===== config.mk =====
export PLATFORM = sky130hd
export DESIGN_NAME = reg_bank_reader_flat
export DESIGN_NICKNAME = d
export VERILOG_FILES = /design/src/rtl/reg_bank_reader_pkg.sv /design/src/rtl/reg_bank_reader_if.sv /design/src/rtl/reg_bank_reader_frame_serializer.sv /design/src/rtl/reg_bank_reader.sv /design/src/flat_wrapper.sv
export SDC_FILE = /design/constraint.sdc
export NUM_CORES = 1
export LEC_CHECK = 0
export ABC_AREA = 1
export CAP_MARGIN = 20
export CORE_AREA = 2 2 78 80
export CTS_CLUSTER_SIZE = 12
export DETAILED_ROUTE_END_ITERATION = 6
export DIE_AREA = 0 0 80 82
export GPL_ROUTABILITY_DRIVEN = 0
export PLACE_DENSITY = 0.78
export REMOVE_ABC_BUFFERS = 1
export SYNTH_ARGS = -nofsm -noshare
export SYNTH_HDL_FRONTEND = slang
export SYNTH_SLANG_ARGS = --single-unit

===== constraint.sdc =====
create_clock -name C -period 2.1 [get_ports C]
set_input_delay 0.63 -clock C [delete_from_list [all_inputs] [get_ports C]]
set_output_delay 0.63 -clock C [all_outputs]
set_load 0.005 [all_outputs]

===== src/rtl/reg_bank_reader_pkg.sv =====
// Shared definitions for the register-bank read-out engine.
// Holds the FSM state encoding and the width helpers that size the bit
// counter (0..WIDTH, WIDTH being the parity slot) and the register index.
package reg_bank_reader_pkg;

  typedef enum logic [1:0] {
    IDLE  = 2'd0,
    SHIFT = 2'd1,
    DONE  = 2'd2
  } state_t;

  // Bit counter must reach WIDTH itself (the parity slot).
  function automatic int cnt_w(input int width);
    return $clog2(width + 1);
  endfunction

  // Register index width, never narrower than one bit.
  function automatic int idx_w(input int depth);
    return (depth > 1) ? $clog2(depth) : 1;
  endfunction

endpackage


===== src/rtl/reg_bank_reader_if.sv =====
// Serial output stream of the register-bank reader.
//   sout       : serial data bit
//   sout_valid : sout holds a valid bit
//   sout_ready : consumer accepts the bit on valid & ready
//   sout_par   : current bit is a parity bit
//   sout_last  : current bit is the last bit of the transfer
// master = reader side, slave = consumer side.
interface reg_bank_reader_if;
  logic sout;
  logic sout_valid;
  logic sout_ready;
  logic sout_par;
  logic sout_last;

  modport master (
    output sout, sout_valid, sout_par, sout_last,
    input  sout_ready
  );

  modport slave (
    input  sout, sout_valid, sout_par, sout_last,
    output sout_ready
  );
endinterface


===== src/rtl/reg_bank_reader_frame_serializer.sv =====
// frame_serializer: emits one WIDTH-bit word LSB first followed by an
// even-parity bit, one bit per valid/ready handshake.
//   clk, rst_n : clock, async active-low reset
//   load       : capture word and present its bit 0 next cycle (wins over
//                the end-of-frame handshake so frames can run back to back)
//   word       : word to serialize
//   last_in    : this word is the final frame of the transfer
//   ready      : consumer ready
//   sout/valid/par/last : registered stream outputs
//   eof        : handshake on the parity bit (end of frame), combinational
module frame_serializer
  import reg_bank_reader_pkg::*;
#(
  parameter int WIDTH = 8
) (
  input  logic             clk,
  input  logic             rst_n,
  input  logic             load,
  input  logic [WIDTH-1:0] word,
  input  logic             last_in,
  input  logic             ready,
  output logic             sout,
  output logic             valid,
  output logic             par,
  output logic             last,
  output logic             eof
);

  localparam int CW = cnt_w(WIDTH);

  // Remaining data bits; bit 0 is already on sout when a word is loaded.
  logic [WIDTH-2:0] sh;
  logic [CW-1:0]    bit_cnt;
  logic             par_bit;
  logic             last_frame;

  assign eof = valid & ready & par;

  always_ff @(posedge clk or negedge rst_n) begin
    if (!rst_n) begin
      sh         <= '0;
      bit_cnt    <= '0;
      par_bit    <= 1'b0;
      last_frame <= 1'b0;
      sout       <= 1'b0;
      valid      <= 1'b0;
      par        <= 1'b0;
      last       <= 1'b0;
    end else if (load) begin
      sh         <= word[WIDTH-1:1];
      sout       <= word[0];
      par_bit    <= ^word;
      last_frame <= last_in;
      bit_cnt    <= '0;
      valid      <= 1'b1;
      par        <= 1'b0;
      last       <= 1'b0;
    end else if (valid && ready) begin
      if (par) begin
        // Parity accepted and no follow-on frame: drop the stream.
        valid   <= 1'b0;
        par     <= 1'b0;
        last    <= 1'b0;
        sout    <= 1'b0;
        bit_cnt <= '0;
      end else if (bit_cnt == CW'(WIDTH - 1)) begin
        sout    <= par_bit;
        par     <= 1'b1;
        last    <= last_frame;
        bit_cnt <= CW'(WIDTH);
      end else begin
        sout    <= sh[0];
        sh      <= sh >> 1;
        bit_cnt <= bit_cnt + CW'(1);
      end
    end
  end

endmodule


===== src/rtl/reg_bank_reader.sv =====
// reg_bank_reader: snapshots a DEPTH x WIDTH register bank on start and
// streams it bit-serially (LSB first, even parity after each register).
//   C, CLRbar : clock, async active-low reset
//   start     : read-out request, honoured in IDLE only
//   bank_q    : register i at bits [i*WIDTH +: WIDTH]
//   sif       : serial stream (master side)
//   cur_idx   : index of the register being sent
//   busy      : snapshot through the done cycle
//   done      : one-cycle pulse after the final bit is accepted
module reg_bank_reader
  import reg_bank_reader_pkg::*;
#(
  parameter int WIDTH = 8,
  parameter int DEPTH = 4
) (
  input  logic                     C,
  input  logic                     CLRbar,
  input  logic                     start,
  input  logic [DEPTH*WIDTH-1:0]   bank_q,
  reg_bank_reader_if.master        sif,
  output logic [idx_w(DEPTH)-1:0]  cur_idx,
  output logic                     busy,
  output logic                     done
);

  localparam int IW = idx_w(DEPTH);

  state_t                 state, state_next;
  logic [DEPTH*WIDTH-1:0] snap;
  logic [IW-1:0]          nxt_idx;
  logic [IW-1:0]          load_idx;
  logic [WIDTH-1:0]       snap_word;
  logic [WIDTH-1:0]       load_word;
  logic                   load;
  logic                   load_last;
  logic                   last_frame;
  logic                   eof;

  assign nxt_idx    = cur_idx + IW'(1);
  assign last_frame = (cur_idx == IW'(DEPTH - 1));
  assign load_last  = (load_idx == IW'(DEPTH - 1));

  // Next register out of the snapshot.
  always_comb begin
    snap_word = '0;
    for (int i = 0; i < DEPTH; i++)
      if (nxt_idx == IW'(i)) snap_word = snap[i*WIDTH +: WIDTH];
  end

  always_ff @(posedge C or negedge CLRbar) begin
    if (!CLRbar) state <= IDLE;
    else         state <= state_next;
  end

  always_comb begin
    state_next = state;
    load       = 1'b0;
    load_idx   = '0;
    // Register 0 is taken straight from the bank on the snapshot edge.
    load_word  = bank_q[WIDTH-1:0];
    case (state)
      IDLE: begin
        if (start) begin
          load       = 1'b1;
          state_next = SHIFT;
        end
      end
      SHIFT: begin
        if (eof) begin
          if (last_frame) begin
            state_next = DONE;
          end else begin
            load      = 1'b1;
            load_idx  = nxt_idx;
            load_word = snap_word;
          end
        end
      end
      DONE:    state_next = IDLE;
      default: state_next = IDLE;
    endcase
  end

  always_ff @(posedge C or negedge CLRbar) begin
    if (!CLRbar) begin
      snap    <= '0;
      cur_idx <= '0;
      busy    <= 1'b0;
      done    <= 1'b0;
    end else begin
      if (state == IDLE && start) snap <= bank_q;
      if (load) cur_idx <= load_idx;
      busy <= (state_next != IDLE);
      done <= (state_next == DONE);
    end
  end

  frame_serializer #(.WIDTH(WIDTH)) u_ser (
    .clk     (C),
    .rst_n   (CLRbar),
    .load    (load),
    .word    (load_word),
    .last_in (load_last),
    .ready   (sif.sout_ready),
    .sout    (sif.sout),
    .valid   (sif.sout_valid),
    .par     (sif.sout_par),
    .last    (sif.sout_last),
    .eof     (eof)
  );

endmodule


===== src/flat_wrapper.sv =====
// flat-port wrapper written by rule: the top's interface ports become plain ports
module reg_bank_reader_flat import reg_bank_reader_pkg::*;
#(
  parameter int WIDTH = 8,
  parameter int DEPTH = 4
)
  (C, CLRbar, start, bank_q, cur_idx, busy, done, sif_sout, sif_sout_valid, sif_sout_par, sif_sout_last, sif_sout_ready);
  reg_bank_reader_if sif_i ();
  input  logic C;
  input  logic CLRbar;
  input  logic start;
  input  logic [DEPTH*WIDTH-1:0] bank_q;
  output logic [idx_w(DEPTH)-1:0] cur_idx;
  output logic busy;
  output logic done;
  output wire logic [$bits(sif_i.sout)-1:0] sif_sout;
  output wire logic [$bits(sif_i.sout_valid)-1:0] sif_sout_valid;
  output wire logic [$bits(sif_i.sout_par)-1:0] sif_sout_par;
  output wire logic [$bits(sif_i.sout_last)-1:0] sif_sout_last;
  input wire logic [$bits(sif_i.sout_ready)-1:0] sif_sout_ready;
  assign sif_sout = sif_i.sout;
  assign sif_sout_valid = sif_i.sout_valid;
  assign sif_sout_par = sif_i.sout_par;
  assign sif_sout_last = sif_i.sout_last;
  assign sif_i.sout_ready = sif_sout_ready;
  reg_bank_reader #(.WIDTH(WIDTH), .DEPTH(DEPTH)) u_core (.C(C), .CLRbar(CLRbar), .start(start), .bank_q(bank_q), .sif(sif_i), .cur_idx(cur_idx), .busy(busy), .done(done));
endmodule

==> qor.yml, run 1 <==
worst_setup_path:
  crit_path_end_kind: "register"
  critPathRequiredTime_ns: 2.31
  cp-start-kind: "input port"
  crit_type: "in -> reg"
  r2r_cells: 10
  path_max_fanout: 5
  cp.arrival_ns: 2.16
clock_network:
  numCtsBuffers: 5
  cts_tree: "done"
  numClockSinks: 55
  clk_pin_slew_ns: 0.11
  ctsLongestPathBuffers: 2
  htreeDepth: 2
  cts-root-buf: "clkbuf_8"
  cts_hold_buf: 0
  clock_latency_ns: 0.32
global_route:
  antenna_found_initial: 0
  grt_pass1_vias: 2664
  grt_pass1_wl_um: 11800
  grt_overflow_total: 0
  grt_util_all_layers_pct: 22.8
  grt_start_max_net_pins: 56
finish:
  area_growth_pct: 28.7
  drive_gt1_share_pct: 16.5
  fill_cells: 508
  fin_nets: 527
  diodes: 0
  fin_util_pct: 67.3
pwr:
  peakVddDrop_mv: 0.551
  seq_power_share_pct: 39.2
  internal_power_mw: 2.68
  p_comb_share_pct: 48.0
  cellLeakagePower_nw: 2.04
  p_clk_share_pct: 12.8
  power_density_nw_per_um2: 1180
  p_switching_mw: 1.88
  p_sw_share_pct: 41.2
die:
  io_pins: 44
  start_util_pct: 52.3
  die_h_um: 82
  dieArea_um2: 6560
  fp.dieW_um: 80
  num_rows: 28
  core_area_um2: 5750
yosys:
  yosysUniqueCellTypes: 27
  yosys_warnings: 0
  syn_avg_cell_area_um2: 7.21
  synthCells: 417
  ys_seq_area_share_pct: 45.8
  netlist_area_um2: 3010
  ys_seq_elements: 55
timing:
  max-slew-margin-rel_pct: 73.9
  fmax_ghz: 0.513
  hold_ws_ns: 0.283
  fin_crit_sh_pct: 92.8
  slew_violations: 0
  setup_ws_ns: 0.151
  finalSetupViolations: 0
  worst_pin_slew_ns: 0.391
  skew_ns: 0.0114
  hold_viol_final: 0
  min_period_ns: 1.95
placement:
  pre_cts_slack_ns: -0.416
  port_buffers: 43
  place.detailed.hpwl_um: 4970
drt:
  wl_per_cell_um: 12.5
  via_count: 2798
  antenna_left: 0
  routed_via_density: 4.99
  drc: 0
  drt_iter0_markers: 158
  totalWireLength_um: 7030
  dr.pass1.iters: 4
status:
  outcome: "finished clean"
run:
  cap_violations: 0
worst_hold_path:
  min-delay-path-class: "in -> async"
-- state kept, by name (all words and copies together) (netlist names) --
signal	cells
u_core.busy	1
u_core.cur_idx	2
u_core.done	1
u_core.snap	32
u_core.state	2
u_core.u_ser.bit_cnt	4
u_core.u_ser.last	1
u_core.u_ser.last_frame	1
u_core.u_ser.par	1
u_core.u_ser.par_bit	1
u_core.u_ser.sh	7
u_core.u_ser.sout	1
u_core.u_ser.valid	1
-- cells by family after synthesis --
group	synth area share [%]
fa+ha+maj	2.50
flops	45.8
compound gates	8.28
buf+inv	8.62
simple gates	34.8
-- power by group through the flow --
stage                     combinational (mW)  clock, mW  sequential (mW)
after CTS                               2.13      0.602             1.77
after global placement                  2.00          0             1.78
after global routing                    2.49      0.638             1.83
after floorplan                         1.34          0             1.73
after detailed placement                2.08          0             1.79
final                                   2.19      0.586             1.79
-- area by class of cell --
class	count	area (um2)	share of cell area, %
Clock inverter	2	12.5	0.323
Tap cell	75	93.8	2.43
Clock buffer	6	72.6	1.88
Multi-Input combinational cell	298	1420	36.8
Sequential cell	55	1380	35.6
Inverter	51	194	5.01
Timing Repair Buffer	74	693	17.9
-- per-layer routing --
metal	vias to the layer above	part of all wire, %	track usage, %
li1	1422	-	-
met2	67	50	40.4
met5	-	0	0
met1	1300	44	29.0
met3	9	4.4	3.85
met4	0	1.2	6.10
-- synthesized netlist by cell type --
library cell	count	share of area [%]
dfrtp_1	55	46
nor2_1	36	4.5
nor3_1	3	0.50
ha_1	6	2.5
nand2_2	12	2.5
nor3b_1	1	0.25
o211ai_1	1	0.25
inv_2	5	0.62
buf_6	1	0.37
clkbuf_1	7	0.87
o21ai_0	19	3.2
o22ai_1	2	0.42
nand2_1	170	21
or2_2	1	0.21
nand3_4	1	0.58
inv_1	46	5.7
nand3_1	15	2.5
nor2_2	3	0.62
a31oi_1	1	0.21
a21oi_1	13	2.2
a32o_1	1	0.33
buf_2	6	1.0
nand4_1	2	0.42
a41oi_1	1	0.29
a221oi_1	5	1.5
nand2_4	1	0.37
nor2_4	3	1.1
-- layout by cell type (no fill, tap or decap), drive strengths merged, types with 13 or more instances in the layout --
cell           Yosys  layout
inv               51      51
a21oi             13      13
buf                7      32
nand2            183     183
o21ai             19      19
clkdlybuf4s50      0      41
nand3             16      17
dfrtp             55      55
nor2              42      42
-- worst max-delay path: stages --
cell,delay [ns]
clkdlybuf4s50_1,0.39
nor3b_2,0.16
nor2_1,0.33
inv_2,0.10
nor2_1,0.33
inv_2,0.08
nor2_1,0.10
a221oi_1,0.05
-- worst paths after layout --
path	from	to	slack [ns]
min in group C	u_core.snap[29]	u_core.snap[29]	0.48
setup / recovery	start	u_core.u_ser.sh[0]	0.15
hold reg to reg	u_core.snap[29]	u_core.snap[29]	0.48
hold / removal	CLRbar	u_core.u_ser.bit_cnt[2]	0.28
setup reg to reg	u_core.cur_idx[0]	u_core.u_ser.sh[0]	0.15
max in group asynchronous	CLRbar	u_core.cur_idx[0]	1.51
-- timing repair --
action	CTS	global route
setup endpoints to repair	1	12
pin swaps	1	0
resized for setup	6	15
gates cloned	1	0
buffers inserted	4	1
-- metrics by stage --
stage / cell area [um2] / power [mW] / instances / TNS, ns
2_1_floorplan: 2940 / 3.07 / 403 / -89.18
3_3_place_gp: 3680 / 3.78 / 547 / -2.05
3_5_place_dp: 3680 / 3.87 / 547 / -2.82
4_1_cts: 3820 / 4.50 / 560 / 0
5_1_grt: 3870 / 4.96 / 561 / -0.00560
6_report: 3870 / 4.56 / 561 / 0
Power figures use the tool's default switching activity.
==> run 2, diff against run 1 <==
--- a/config.mk
+++ b/config.mk
@@ -7,12 +7,12 @@
 export LEC_CHECK = 0
 export ABC_AREA = 1
 export CAP_MARGIN = 20
-export CORE_AREA = 2 2 78 80
+export CORE_AREA = 2 2 82 84
 export CTS_CLUSTER_SIZE = 12
 export DETAILED_ROUTE_END_ITERATION = 6
-export DIE_AREA = 0 0 80 82
+export DIE_AREA = 0 0 84 86
 export GPL_ROUTABILITY_DRIVEN = 0
-export PLACE_DENSITY = 0.78
+export PLACE_DENSITY = 0.71
 export REMOVE_ABC_BUFFERS = 1
 export SYNTH_ARGS = -nofsm -noshare
 export SYNTH_HDL_FRONTEND = slang
==> qor.yml, run 2 (synthesized netlist as in run 1, its figures left out) <==
die:
  num_rows: 29  # was 28
  fp.dieW_um: 84  # was 80 um
  dieArea_um2: 7220  # was 6560 um2
  die_h_um: 86  # was 82 um
  io_pins: 44  # unchanged
  start_util_pct: 47.9  # was 52.3%
  core_area_um2: 6280  # was 5750 um2
finish:
  layout_common_cells: "nand2_1, dfrtp_1, inv_1"  # unchanged
  fill_cells: 592  # was 508
  diodes: 0  # unchanged
  fin_nets: 524  # was 527
  biggestRegsByFlops: "u_core.snap: 32 flops, u_core.u_ser.sh: 7 flops, u_core.u_ser.bit_cnt: 4 flops"  # unchanged
  top_register: "u_core.snap"  # unchanged
  drive_gt1_share_pct: 15.7  # was 16.5%
  largest_reg_flops: 32  # unchanged
  area_growth_pct: 27.3  # was 28.7%
  finish.instance_area_um2: 3830  # was 3870 um2
  final_common_cell: "nand2_1"  # unchanged
drt:
  wl_per_cell_um: 12.3  # was 12.5 um
  dr.pass1.iters: 4  # unchanged
  antenna_left: 0  # unchanged
  routed_via_density: 4.91  # was 4.99
  via_count: 2748  # was 2,798
  totalWireLength_um: 6880  # was 7030 um
  drt_iter0_markers: 123  # was 158
  drc: 0  # unchanged
run:
  cap_violations: 0  # unchanged
pwr:
  p_comb_share_pct: 47.7  # was 48.0%
  p_sw_share_pct: 41.0  # was 41.2%
  peakVddDrop_mv: 0.535  # was 0.551 mV
  power_density_nw_per_um2: 1180  # about the same
  cellLeakagePower_nw: 2.02  # was 2.04 nW
  p_clk_share_pct: 13.0  # was 12.8%
  p_switching_mw: 1.86  # was 1.88 mW
  seq_power_share_pct: 39.3  # was 39.2%
  internal_power_mw: 2.68  # about the same
timing:
  rsz0062_at_grt: "false"
  finalSetupTns_ns: 0  # unchanged
  setup_ws_ns: 0.161  # was 0.151 ns
  max-slew-margin-rel_pct: 73.2  # was 73.9%
  hold_ws_ns: 0.298  # was 0.283 ns
  skew_ns: 0.00574  # was 0.0114 ns
  fmax_ghz: 0.516  # was 0.513 GHz
  hold_viol_final: 0  # unchanged
  finalSetupViolations: 0  # unchanged
  worst_pin_slew_ns: 0.400  # was 0.391 ns
  fin_crit_sh_pct: 92.3  # was 92.8%
  slew_violations: 0  # unchanged
  min_period_ns: 1.94  # was 1.95 ns
clock_network:
  cts_hold_buf: 0  # unchanged
  cts-root-buf: "clkbuf_8"  # unchanged
  numClockSinks: 55  # unchanged
  numCtsBuffers: 5  # unchanged
  clk_pin_slew_ns: 0.10  # was 0.11 ns
  ctsLongestPathBuffers: 2  # unchanged
  cts_tree: "done"  # unchanged
  htreeDepth: 2  # unchanged
  clock_latency_ns: 0.31  # was 0.32 ns
global_route:
  antenna_found_initial: 0  # unchanged
  grt_util_all_layers_pct: 20.5  # was 22.8%
  grt_pass1_vias: 2687  # was 2,664
  grt_overflow_total: 0  # unchanged
  grt_start_max_net_pins: 56  # unchanged
  grt_pass1_wl_um: 12100  # was 11,800 um
placement:
  pre_cts_slack_ns: -0.374  # was -0.416 ns
  post_dp_cell_area_um2: 3680  # about the same
  place.detailed.hpwl_um: 4960  # was 4970 um
  port_buffers: 43  # unchanged
worst_setup_path:
  critPathBufInv: 2  # was 3
  path_common_cell: "nor2_1"  # unchanged
  crit_type: "reg -> reg"  # was in -> reg
  slowest_stage: "dfrtp_2"  # was clkdlybuf4s50_1
  cp.arrival_ns: 2.16  # about the same
  crit_path_end_kind: "register"  # unchanged
  cp_top_family: "simple AND/OR/NAND/NOR gates"  # unchanged
  path_cells: "ha_1 -> inv_4 -> nand4_1 -> nor2_2 -> nor2_1 -> buf_4 -> nand2_1 -> nor2_1 -> a41oi_1"  # was clkdlybuf4s50_1 -> nor3b_2 -> nor2_1 -> inv_2 -> nor2_1 -> inv_2 -> nor2_1 -> a221oi_1
  r2r-start: "u_core.cur_idx[0]"  # unchanged
  r2r_end: "u_core.u_ser.sout"  # was u_core.u_ser.sh[0]
  path_max_fanout: 7  # was 5
  r2r_cells: 9  # was 10
  crit_path_max_incr_delay_ns: 0.47  # was 0.39 ns
  reg2reg_slack_ns: 0.16  # was 0.15 ns
  critPathRequiredTime_ns: 2.32  # was 2.31 ns
  cp-start-kind: "register"  # was input port
status:
  outcome: "finished clean"  # unchanged
worst_hold_path:
  min-delay-path-class: "in -> async"  # unchanged
[run 2: cell types whose count changed in the layout (fill, tap and decap cells not counted)]
cell,before,now
buf_6,3,0
nand3_2,1,0
ha_4,1,0
nand2_4,2,1
nor2_4,4,3
nand2_1,168,170
nand2_2,13,12
a221oi_2,0,1
nand3_4,1,2
nor2_2,4,5
a221oi_1,5,4
ha_2,1,2
[run 2: cell type report]
type,instances,area (um2),area share (%)
tap,77,96.3,2.52
clock inverter,2,12.5,0.327
clock buffer,6,72.6,1.90
multi-input combinational,298,1410,36.9
inverter,51,194,5.07
sequential,55,1380,36.0
timing repair buffer,71,659,17.2
[run 2: how the worst max path moves through the flow]
| stage | end | start | cells after the start | slack [ns] |
|---|---|---|---|---|
| finish | u_core.u_ser.sout | u_core.cur_idx[0] | 9 | 0.16 |
| global route | u_core.u_ser.par_bit | u_core.cur_idx[0] | 16 | 0.002 |
| CTS | u_core.u_ser.par_bit | u_core.cur_idx[0] | 14 | 0.0008 |
| detailed placement | u_core.u_ser.par_bit | sif_sout_ready | 16 | -0.37 |
| global placement | u_core.u_ser.par_bit | sif_sout_ready | 16 | -0.36 |
| floorplan | u_core.u_ser.sh[0] | start | 7 | -2.04 |
[run 2: power groups by stage]
stage                     combinational (mW)  clock, mW  sequential [mW]
after floorplan                         1.34          0             1.73
after global placement                  2.02          0             1.78
final                                   2.16      0.591             1.78
after detailed placement                2.09          0             1.79
after CTS                               2.13      0.603             1.77
after global routing                    2.45      0.644             1.83
[run 2: per-stage QoR]
stage	total power, mW	cells	util (%)
after floorplan	3.07	403	-
after global placement	3.80	549	58.7
after detailed placement	3.89	549	58.7
after CTS	4.51	559	60.5
after global routing	4.93	560	61.0
final	4.53	560	61.0
[run 2: worst register-to-register path, cell delays in order (launching register included)]
cell and delay, ns:
dfrtp_2 0.47, ha_1 0.25, inv_4 0.12, nand4_1 0.11, nor2_2 0.19, nor2_1 0.14, buf_4 0.17, nand2_1 0.16
nor2_1 0.07, a41oi_1 0.18
[run 2: metal layers]
metal	global-route usage (%)	up-vias	share of wire, %
met2	34.5	75	48
met3	2.79	15	3.9
met5	0	-	0
met4	8.06	0	2.5
li1	-	1419	-
met1	27.0	1239	45
[run 2: timing repair]
item | CTS | global route
cloned | 1 | 0
pin swaps | 4 | 1
resized for setup | 4 | 11
setup buffers | 1 | 1
endpoints found under the setup margin | 1 | 7
==> run 3, diff against run 2 <==
--- a/config.mk
+++ b/config.mk
@@ -7,11 +7,12 @@
 export LEC_CHECK = 0
 export ABC_AREA = 1
 export CAP_MARGIN = 20
-export CORE_AREA = 2 2 82 84
+export CORE_AREA = 2 2 70 98
 export CTS_CLUSTER_SIZE = 12
 export DETAILED_ROUTE_END_ITERATION = 6
-export DIE_AREA = 0 0 84 86
+export DIE_AREA = 0 0 72 100
 export GPL_ROUTABILITY_DRIVEN = 0
+export MAX_ROUTING_LAYER = met4
 export PLACE_DENSITY = 0.71
 export REMOVE_ABC_BUFFERS = 1
 export SYNTH_ARGS = -nofsm -noshare
==> qor.yml, run 3 (synthesized netlist as in run 1, its figures left out) <==
die:
  fp.dieW_um: 72  # was 84 um
  core_area_um2: 6440  # was 6280 um2
  dieArea_um2: 7200  # was 7220 um2
  io_pins: 44  # unchanged
  die_h_um: 100  # was 86 um
  num_rows: 35  # was 29
  start_util_pct: 46.7  # was 47.9%
global_route:
  antenna_found_initial: 0  # unchanged
  grt_overflow_total: 0  # unchanged
  grt_start_max_net_pins: 56  # unchanged
  grt_pass1_vias: 2795  # was 2,687
  grt_util_all_layers_pct: 22.7  # was 20.5%
  grt_pass1_wl_um: 12500  # was 12,100 um
pwr:
  peakVddDrop_mv: 0.537  # was 0.535 mV
  cellLeakagePower_nw: 2.04  # was 2.02 nW
  p_total_mw: 4.70  # was 4.53 mW
  power_density_nw_per_um2: 1210  # was 1180 nW/um2
finish:
  drive_gt1_share_pct: 16.8  # was 15.7%
  seqCellArea_um2: 1380  # unchanged
  fin_util_pct: 60.3  # was 61.0%
  layout_common_cells: "nand2_1, dfrtp_1, clkdlybuf4s50_1"  # was nand2_1, dfrtp_1, inv_1
  diodes: 0  # unchanged
  biggestRegsByFlops: "u_core.snap: 32 flops, u_core.u_ser.sh: 7 flops, u_core.u_ser.bit_cnt: 4 flops"  # unchanged
  area_growth_pct: 29.1  # was 27.3%
  fin_cells: 556  # was 560
  finish.instance_area_um2: 3880  # was 3830 um2
  final_common_cell: "nand2_1"  # unchanged
  top_register: "u_core.snap"  # unchanged
  fill_cells: 586  # was 592
  fin_nets: 524  # unchanged
  largest_reg_flops: 32  # unchanged
  multi_input_area_um2: 1450  # was 1410 um2
drt:
  antenna_left: 0  # unchanged
  drt_iter0_markers: 194  # was 123
  via_count: 2751  # was 2,748
  routed_via_density: 4.95  # was 4.91
  totalWireLength_um: 7200  # was 6880 um
  dr.pass1.iters: 4  # unchanged
  wl_per_cell_um: 12.9  # was 12.3 um
  drc: 0  # unchanged
clock_network:
  cts-root-buf: "clkbuf_8"  # unchanged
  numCtsBuffers: 5  # unchanged
  clk_pin_slew_ns: 0.10  # about the same
  numClockSinks: 55  # unchanged
  cts_tree: "done"  # unchanged
  ctsLongestPathBuffers: 2  # unchanged
  htreeDepth: 2  # unchanged
  clock_latency_ns: 0.32  # was 0.31 ns
timing:
  hold_ws_ns: 0.283  # was 0.298 ns
  slew_violations: 0  # unchanged
  setup_ws_ns: 0.151  # was 0.161 ns
  finalSetupTns_ns: 0  # unchanged
  max-slew-margin-rel_pct: 75.5  # was 73.2%
  fin_crit_sh_pct: 92.8  # was 92.3%
  worst_pin_slew_ns: 0.368  # was 0.400 ns
  fmax_ghz: 0.513  # was 0.516 GHz
  min_period_ns: 1.95  # was 1.94 ns
  skew_ns: 0.00735  # was 0.00574 ns
  rsz0062_at_grt: "true"  # was false
  hold_viol_final: 0  # unchanged
  finalSetupViolations: 0  # unchanged
placement:
  pre_cts_slack_ns: -0.383  # was -0.374 ns
  placed_cells: 547  # was 549
  place.detailed.hpwl_um: 5070  # was 4960 um
  port_buffers: 43  # unchanged
  post_dp_cell_area_um2: 3690  # was 3680 um2
run:
  cap_violations: 0  # unchanged
worst_setup_path:
  crit_path_max_incr_delay_ns: 0.47  # about the same
  critPathBufInv: 1  # was 2
  path_max_fanout: 8  # was 7
  path_common_cell: "nand2_1"  # was nor2_1
  slowest_stage: "dfrtp_2"  # unchanged
  cp.arrival_ns: 2.17  # was 2.16 ns
  crit_type: "reg -> reg"  # unchanged
  cp-start-kind: "register"  # unchanged
  crit_path_end_kind: "register"  # unchanged
  critPathRequiredTime_ns: 2.32  # about the same
  path_cells: "ha_1 -> nand2_1 -> nand2_1 -> nand3_1 -> nand2_1 -> nand2_2 -> nand2_4 -> nand2_2 -> inv_1 -> nor2_1 -> nand2_1 -> nand2_1 -> nand2_1 -> nand3_1 -> nand2_1"  # was ha_1 -> inv_4 -> nand4_1 -> nor2_2 -> nor2_1 -> buf_4 -> nand2_1 -> nor2_1 -> a41oi_1
  cp_top_family: "simple AND/OR/NAND/NOR gates"  # unchanged
worst_hold_path:
  min-delay-path-class: "in -> async"  # unchanged
status:
  outcome: "finished clean"  # unchanged
[run 3: changes by cell type in the layout (fill, tap and decap cells not counted), sizes merged]
cell      delta
clkinv       -1
clkinvlp     -1
bufinv       +1
[run 3: final cells by class]
| cell class | instances | area share, % |
|---|---|---|
| timing repair buffer | 71 | 17.1 |
| multi-input combinational | 298 | 37.4 |
| inverter | 51 | 5.00 |
| clock buffer | 6 | 1.87 |
| tap | 74 | 2.39 |
| sequential | 55 | 35.5 |
| clock inverter | 1 | 0.774 |
[run 3: timing repair]
item	CTS	global route
gates resized for setup	5	22
hold buffers	0	0
setup buffers	1	0
gates cloned	1	0
setup endpoints to repair	1	2
pin swaps	4	0
[run 3: worst register-to-register path: stages, from the launching register on]
cell,delay (ns)
dfrtp_2,0.47
ha_1,0.34
nand2_1,0.12
nand2_1,0.05
nand3_1,0.06
nand2_1,0.09
nand2_2,0.10
nand2_4,0.07
nand2_2,0.08
inv_1,0.05
nor2_1,0.10
nand2_1,0.07
nand2_1,0.07
nand2_1,0.06
nand3_1,0.07
nand2_1,0.04
[run 3: worst paths after layout]
check	from	to	slack (ns)	depth (start not counted)
min in group C	u_core.snap[3]	u_core.snap[3]	0.48	2
max in group asynchronous	CLRbar	u_core.cur_idx[1]	1.56	2
worst max-delay path	u_core.cur_idx[0]	u_core.u_ser.par_bit	0.15	15
worst max register to register	u_core.cur_idx[0]	u_core.u_ser.par_bit	0.15	15
worst min-delay path	CLRbar	u_core.u_ser.valid	0.28	2
worst min register to register	u_core.snap[3]	u_core.snap[3]	0.48	2
[run 3: routing by layer]
layer  vias up  wire length (um)  global-route usage [%]
li1       1414                 -                       -
met1      1265              2900                    25.8
met2        51              3840                    38.5
met3        21               189                    3.92
met4         0               268                    10.6
met5         -                 0                       -
[run 3: where the power goes]
part,internal (mW),switching [mW],total [mW]
sequential,1.52,0.266,1.79
combinational,0.942,1.26,2.21
clock,0.351,0.356,0.706
total,2.81,1.89,4.70
